File: config.mk
export PLATFORM = sky130hd
export DESIGN_NAME = timer_ctrl
export DESIGN_NICKNAME = d
export VERILOG_FILES = /design/src/rtl/timer_pkg.sv /design/src/rtl/digit_entry_sreg.sv /design/src/rtl/timer_ctrl.sv
export SDC_FILE = /design/constraint.sdc
export NUM_CORES = 1
export LEC_CHECK = 0
export BUFFER_PORTS_ARGS = -buffer_cell sky130_fd_sc_hd__buf_2
export CAP_MARGIN = 20
export CORE_AREA = 2 2 69 51
export CTS_BUF_LIST = sky130_fd_sc_hd__clkbuf_16
export CTS_CLUSTER_SIZE = 8
export DETAILED_ROUTE_END_ITERATION = 10
export DIE_AREA = 0 0 71 53
export HOLD_SLACK_MARGIN = 0.06
export RECOVER_POWER = 100
export SETUP_SLACK_MARGIN = 0.3
export SLEW_MARGIN = 15
export SYNTH_ARGS = -nofsm -noshare
export SYNTH_HDL_FRONTEND = slang
export SYNTH_HIERARCHICAL = 1
export SYNTH_SLANG_ARGS = --single-unit
File: constraint.sdc
create_clock -name clock -period 1.7 [get_ports clock]
set_input_delay 0 -clock clock [delete_from_list [all_inputs] [get_ports clock]]
set_output_delay 0 -clock clock [all_outputs]
set_load 0.01 [all_outputs]
File: src/rtl/timer_pkg.sv
// Shared definitions for the countdown timer controller.
// State encoding, BCD limits and alarm counter width.
package timer_pkg;

  typedef enum logic [2:0] {
    IDLE  = 3'd0,
    ENTRY = 3'd1,
    LOAD  = 3'd2,
    RUN   = 3'd3,
    PAUSE = 3'd4,
    DONE  = 3'd5,
    CLEAR = 3'd6
  } state_t;

  localparam int DIGIT_MAX = 9;
  localparam int TENS_MAX  = 5;
  localparam int ACNT_W    = 4;

endpackage

File: src/rtl/digit_entry_sreg.sv
// Three-digit BCD entry shift register.
// Rejects non-BCD keys and clamps the seconds-tens digit.
module digit_entry_sreg
  import timer_pkg::*;
#(
  parameter int MAX_TENS = TENS_MAX
) (
  input  logic       clock,
  input  logic       clr,
  input  logic       clear,
  input  logic       en,
  input  logic [3:0] digit,
  output logic       accept,
  output logic [3:0] min_q,
  output logic [3:0] tens_clamped,
  output logic [3:0] ones_q
);

  logic [3:0] tens_q;

  assign accept = en & (digit <= 4'(DIGIT_MAX));

  always_ff @(posedge clock) begin
    if (clr || clear) begin
      min_q  <= '0;
      tens_q <= '0;
      ones_q <= '0;
    end else if (accept) begin
      min_q  <= tens_q;
      tens_q <= ones_q;
      ones_q <= digit;
    end
  end

  assign tens_clamped =
    (tens_q > 4'(MAX_TENS)) ? 4'(MAX_TENS) : tens_q;

endmodule

File: src/rtl/timer_ctrl.sv
// Countdown timer sequencer: entry, load, run, pause, alarm.
// Drives the shared load strobe and gates the 1 Hz enable.
module timer_ctrl
  import timer_pkg::*;
#(
  parameter int ALARM_TICKS = 5,
  parameter int MAX_TENS    = 5
) (
  input  logic       clock,
  input  logic       clr,
  input  logic       tick,
  input  logic       start,
  input  logic       stop,
  input  logic [3:0] digit,
  input  logic       digit_valid,
  input  logic       min_zero,
  input  logic       tens_zero,
  input  logic       ones_zero,
  output logic       loadn,
  output logic [3:0] min_data,
  output logic [3:0] tens_data,
  output logic [3:0] ones_data,
  output logic       cnt_en,
  output logic       running,
  output logic       alarm,
  output logic [2:0] state_o
);

  state_t            state, nstate;
  logic [ACNT_W-1:0] acnt;
  logic              in_entry;
  logic              all_zero;
  logic              accept;
  logic              clear_regs;

  assign in_entry = (state == IDLE) | (state == ENTRY);
  assign all_zero = min_zero & tens_zero & ones_zero;

  // Entry regs are wiped on cancel from entry or on the way into CLEAR
  assign clear_regs = stop & (in_entry | (state == PAUSE));

  digit_entry_sreg #(
    .MAX_TENS(MAX_TENS)
  ) u_sreg (
    .clock       (clock),
    .clr         (clr),
    .clear       (clear_regs),
    .en          (in_entry & digit_valid & ~start & ~stop),
    .digit       (digit),
    .accept      (accept),
    .min_q       (min_data),
    .tens_clamped(tens_data),
    .ones_q      (ones_data)
  );

  always_ff @(posedge clock) begin
    if (clr) state <= IDLE;
    else     state <= nstate;
  end

  always_ff @(posedge clock) begin
    if (clr)
      acnt <= '0;
    else if (state != DONE && nstate == DONE)
      acnt <= '0;
    else if (state == DONE && tick)
      acnt <= acnt + 1'b1;
  end

  always_comb begin
    nstate = state;
    loadn  = 1'b1;
    unique case (state)
      IDLE, ENTRY: begin
        if (stop)        nstate = IDLE;
        else if (start)  nstate = LOAD;
        else if (accept) nstate = ENTRY;
      end
      LOAD: begin
        loadn  = 1'b0;
        nstate = RUN;
      end
      RUN: begin
        if (stop)          nstate = PAUSE;
        else if (all_zero) nstate = DONE;
      end
      PAUSE: begin
        if (stop)       nstate = CLEAR;
        else if (start) nstate = RUN;
      end
      DONE: begin
        if (stop)
          nstate = IDLE;
        else if (tick &&
                 acnt == ACNT_W'(ALARM_TICKS - 1))
          nstate = IDLE;
      end
      CLEAR: begin
        loadn  = 1'b0;
        nstate = IDLE;
      end
      default: nstate = IDLE;
    endcase
  end

  assign cnt_en  = tick & (state == RUN) & ~all_zero;
  assign running = (state == RUN);
  assign alarm   = (state == DONE);
  assign state_o = state;

endmodule

Yosys cells after proc, flatten, opt, wreduce, memory -nomap -nowiden
Index checks and enable logic that the tools add are counted.
{ "classes": {"add_sub_neg": 1, "order_cmp": 2, "eq_ne": 9, "muxes": 12, "bitwise_logic": 14, "reduce_logical": 8} }
{ "op_table": {"columns": ["cell", "n"], "rows": [
  ["two-way mux 3 bit", 9],
  ["case mux 3 bit (5 select lines)", 1],
  ["== test 3 bit, second input constant", 4],
  ["bitwise AND 1 bit", 9],
  ["== test 3 x 2 -> 1 bit, second input constant", 2],
  ["OR reduction 2 bit", 3],
  ["adder 4 x 1 -> 4 bit, second input constant", 1],
  ["== test 4 x 3 -> 1 bit, second input constant", 1],
  ["greater-than comparator 4 x 3 -> 1 bit, second input constant", 1],
  ["<= comparator 4 bit, second input constant", 1],
  ["two-way mux 4 bit", 1],
  ["== test 3 x 1 -> 1 bit, second input constant", 1],
  ["logical AND 1 bit", 3],
  ["logical NOT 3 bit", 1],
  ["inequality test 3 bit, second input constant", 1],
  ["NOT 1 bit", 3],
  ["bitwise OR 1 bit", 2],
  ["logical OR 1 bit", 1],
  ["two-way mux 1 bit", 1]
]} }
{ "word_totals": {"regBits": 19, "out_inout_bits": 19} }

Logic depth before layout (Yosys ltp)
{ "logic_depth": {"ltp_word": 13, "mapped_depth": 10} }

Modules after synthesis
Netlist, hierarchy kept.
{ "by_module_without_submodules": {"columns": ["mod", "instances", "cells_per_inst", "area_per_inst_um2", "seq_area_each_um2"], "rows": [
  ["timer_ctrl", 1, 58, 529.3, 140.1],
  ["digit_entry_sreg", 1, 59, 520.5, 240.2]
]} }

Worst setup path after synthesis
Ideal clock, no wire load.
{ "synth_path": {"path_kind": "reg2reg", "start": "register state[2] (netlist: state_o[2])", "end": "register acnt[0]", "setup_time_ns": 0.116, "arrival_time_ns": 1.717, "required_ns": 1.584, "slack_ns": -0.133, "path_stages_with_launch": 10, "n_path_buf": 3, "period_less_slack_ns": 1.833, "path_cell_list": "dfxtp_1 > buf_4 > and4b_1 > clkbuf_2 > and2_4 > buf_6 > o21bai_1 > a221oi_2 > o21ba_4 > nor3_1"} }
{ "synth_between": {"elab_chain_cells": 13, "word_cells_on_any_way": 27, "classes_between": "7 x eq/ne; 10 x mux; 5 x bitwise; 5 x reduce/logical"} }
{ "synth_lines": {"columns": ["element", "line", "source"], "rows": [
  ["from (decl)", "timer_ctrl.sv:29", "state_t state, nstate;"],
  ["from (signal assigned)", "timer_ctrl.sv:58", "else state <= nstate;"],
  ["== test 3 x 1 -> 1 bit / logical NOT 3 bit (equally long branches)", "timer_ctrl.sv:36", "assign in_entry = (state == IDLE) | (state == ENTRY);"],
  ["bitwise OR 1 bit *", "timer_ctrl.sv:36", null],
  ["bitwise AND 1 bit * (3 in series)", "timer_ctrl.sv:48", ".en (in_entry & digit_valid & ~start & ~stop),"],
  ["bitwise AND 1 bit *", "digit_entry_sreg.sv:21", "assign accept = en & (digit <= 4'(DIGIT_MAX));"],
  ["net accept", "timer_ctrl.sv:33", "logic accept;"],
  ["two-way mux 3 bit *", "timer_ctrl.sv:77", "else if (accept) nstate = ENTRY;"],
  ["two-way mux 3 bit *", "timer_ctrl.sv:76", "else if (start) nstate = LOAD;"],
  ["two-way mux 3 bit *", "timer_ctrl.sv:75", "if (stop) nstate = IDLE;"],
  ["case mux 3 bit (5 select lines) *", "timer_ctrl.sv:73", "unique case (state)"],
  ["== test 3 bit *", "timer_ctrl.sv:64", "else if (state != DONE && nstate == DONE)"],
  ["logical AND 1 bit *", "timer_ctrl.sv:64", null],
  ["OR reduction 2 bit (no source line) *", null, null],
  ["to (signal assigned)", "timer_ctrl.sv:67", "acnt <= acnt + 1'b1;"],
  ["to (decl)", "timer_ctrl.sv:30", "logic [ACNT_W-1:0] acnt;"]
]} }
Mark *: on every way through the listed nets, which the timed path passes. The rest lies on a longest branch.
A chain may end at the register's enable or synchronous reset.

Final worst setup path
{ "layout_path": {"start": "register acnt[0]", "end": "register acnt[0]"} }
{ "layout_between": {"elab_chain_cells": 8, "word_cells_on_any_way": 9, "classes_between": "1 x add/sub; 2 x eq/ne; 3 x mux; 3 x reduce/logical"} }
{ "layout_lines": {"columns": ["element", "line", "source"], "rows": [
  ["== test 4 x 3 -> 1 bit", "timer_ctrl.sv:95", "acnt == ACNT_W'(ALARM_TICKS - 1))"],
  ["logical AND 1 bit", "timer_ctrl.sv:94", "else if (tick &&"],
  ["two-way mux 3 bit", "timer_ctrl.sv:94", null],
  ["two-way mux 3 bit", "timer_ctrl.sv:92", "if (stop)"],
  ["case mux 3 bit (5 select lines)", "timer_ctrl.sv:73", null],
  ["== test 3 bit", "timer_ctrl.sv:64", null],
  ["logical AND 1 bit", "timer_ctrl.sv:64", null],
  ["OR reduction 2 bit (no source line)", null, null]
]} }
Several ways; a longest one is shown, not always the timed one.

==> metrics.csv <==
metric,value,unit
outcome,"complete, no violations",
yosysMostFrequentCell,dfxtp_1,
ys_seq_area_frac,0.362,
synthArstFlopShare,0,
hold_depth,2,
p_sw,236,µW
synth_top_family_by_area,simple AND/OR/NAND/NOR gates,
synth_top_area_frac,0.362,
port_buffers,30,
cts_buffers,3,
path_clk_slew,50,ps
syn-cell-area,0.00105,mm²
dp.cells,184,
nFillCells,310,
fin_cells,195,
p_seq_frac,0.433,
synth_mux_area_frac,0.0477,
critPathCaptureType,flip-flop,
crit_start,acnt[0],
min_period,1520,ps
hpwl,1750,µm
synthAdderAreaFrac,0.0238,
core_area,0.00308,mm²
rows,17,
holdWs,20.0,ps
drive_gt1_frac,0.325,
dpl_cell_area,0.00124,mm²
place_congestion,0.819,
vdd_drop_max,0.436,mV
io_pins,32,
yosys_warnings,6,
clockBufferDepth,2,
gr-usage-all-layers,0.133,
wl_per_cell,12.4,µm
hold_start,clr,
required,1830,ps
vias,964,
r2r_setup_slack,180,ps
hold_viol_final,0,
area_growth,29.8,%
synth.largest_area_cell,dfxtp_1,
finalInstanceArea,0.00136,mm²
die_h,53,µm
swShare,0.223,
grt_antenna_before_repair,0,
synth_xor_area_frac,0.0250,
wl,2420,µm
synth-edff-count,0,
dp_slack,109,ps
synth.avg_cell_area,8.97,µm²
combPwrFrac,0.110,
initial_utilization,0.340,
grt_pass1_vias,908,
drtAntennaViolNets,0,
cts_tree,built,
cts_sinks,19,
max_freq,0.659,GHz
synthTopCellsByArea,"dfxtp_1, nand2_1, mux2i_1",
worst_setup_path_start_kind,flip-flop,
drtIter0Drc,32,
finalMaxSlewViolations,0,
yosys-top-cells-count,"dfxtp_1, nand2_1, nor2_1",
yosysUniqueCellTypes,41,
drc,0,
synth_fp_nets,132,
dieWidth,71,µm
p_per_area,776,mW/mm²
worstSkewPairLatency,250,ps
min_path_type,input pin to flip-flop,
rsz0062_at_grt,yes,
timing.rr.start,acnt[0],
vias_per_cell,4.94,
grt.overflow.total,0,
synth_compound_area_frac,0.185,
yosys.area_share.simple,0.278,
nets,173,
syn-instance-count,117,
antenna_cells,0,
synth_ff_type,dfxtp_1,
power_frac_clock,0.457,
holdPathEnd,state_o[1],
reg2regPathDepth,6,
cts.htree.levels,1,
crit_arrival,1650,ps
firstDrtPassIters,4,
fin_crit_sh,0.892,
setup_viol,0,
root_buffer,clkbuf_16,
dieArea,0.00376,mm²
grt_max_degree,14,
grt_first_pass_wirelength,3950,µm
path_max_fanout,4,
ys_seq_elements,19,
fin_skew,0.974,ps
drv_cap,0,
internal-power,821,µW
leakage,0.574,nW
fin_ws,183,ps
crit_type,flip-flop to flip-flop,
r2r-end,acnt[0],
per-layer routing:
metal | track usage | vias up | wire length [µm]
met1 | 0.170 | 441 | 1160
met2 | 0.223 | 33 | 1080
met3 | 0.0419 | 0 | 179
met5 | 0 | - | 0
met4 | 0.0283 | 0 | 0
li1 | - | 490 | -
worst max path at each step:
stage                    to  depth (start not counted)
global placement    acnt[2]                          6
finish              acnt[0]                          6
CTS                 acnt[0]                          6
floorplan           acnt[0]                          9
global route        acnt[0]                          7
detailed placement  acnt[0]                          6
power by group through the flow:
| stage | Sequential (mW) | Clock, mW | Combinational, mW |
|---|---|---|---|
| 2_1_floorplan | 0.465 | 0 | 0.0707 |
| 3_5_place_dp | 0.467 | 0 | 0.106 |
| 3_3_place_gp | 0.467 | 0 | 0.105 |
| 4_1_cts | 0.458 | 0.495 | 0.117 |
| 6_report | 0.458 | 0.483 | 0.117 |
| 5_1_grt | 0.459 | 0.515 | 0.128 |
layout make-up:
type | instances | area (µm²) | share of cell area
Clock buffer | 3 | 75.1 | 0.0551
Multi-Input combinational cell | 85 | 579 | 0.425
Inverter | 5 | 21.3 | 0.0156
Sequential cell | 19 | 385 | 0.283
Timing Repair Buffer | 44 | 249 | 0.183
Clock inverter | 1 | 5.00 | 0.00367
Tap cell | 38 | 47.5 | 0.0349
timing repair:
item | in CTS | in global routing
buffers inserted | 4 | 0
endpoints found under the setup margin | 16 | 12
hold buffers | 2 | 1
gates resized for setup | 6 | 6
endpoints found under the hold margin | 7 | 2
pin swaps | 3 | 2
metrics by stage:
step                setup TNS (ps)  power, mW   util
floorplan                     -290      0.536      -
global placement                 0      0.572  0.404
detailed placement               0      0.574  0.404
CTS                              0       1.07  0.448
global route                     0       1.10  0.442
finish                           0       1.06  0.442
worst max-delay path: stages (launching register included):
cell       delay [ps]
dfxtp_2           330
inv_2              30
ha_2              160
and4b_1           220
a2111oi_4         320
o21ba_1           260
nor3_1             70
cell usage in the layout (no fill, tap or decap), types with 4 or more instances in the layout:
cell	count
clkbuf_1	14
nand2_1	14
buf_4	10
dfxtp_1	15
mux2i_1	5
a21oi_1	5
nand4_1	5
nor3_1	5
dfxtp_2	4
nor2_1	9
o21ai_0	4
buf_2	16
state kept, by name, indices dropped and copies added, names as in the netlist:
signal,flops
acnt,4
u_sreg/ones_q,4
u_sreg/min_q,4
u_sreg/tens_q,4
state_o,3
cells by family (layout without fill, tap and decap cells):
group | Yosys count | count (layout)
compound gates | 23 | 23
xor+xnor | 3 | 3
fa+ha+maj | 2 | 2
buf+inv | 13 | 53
flops | 19 | 19
mux | 5 | 5
other cells | 1 | 1
simple gates | 51 | 51
Note: power is estimated with default switching activity, not from simulation.
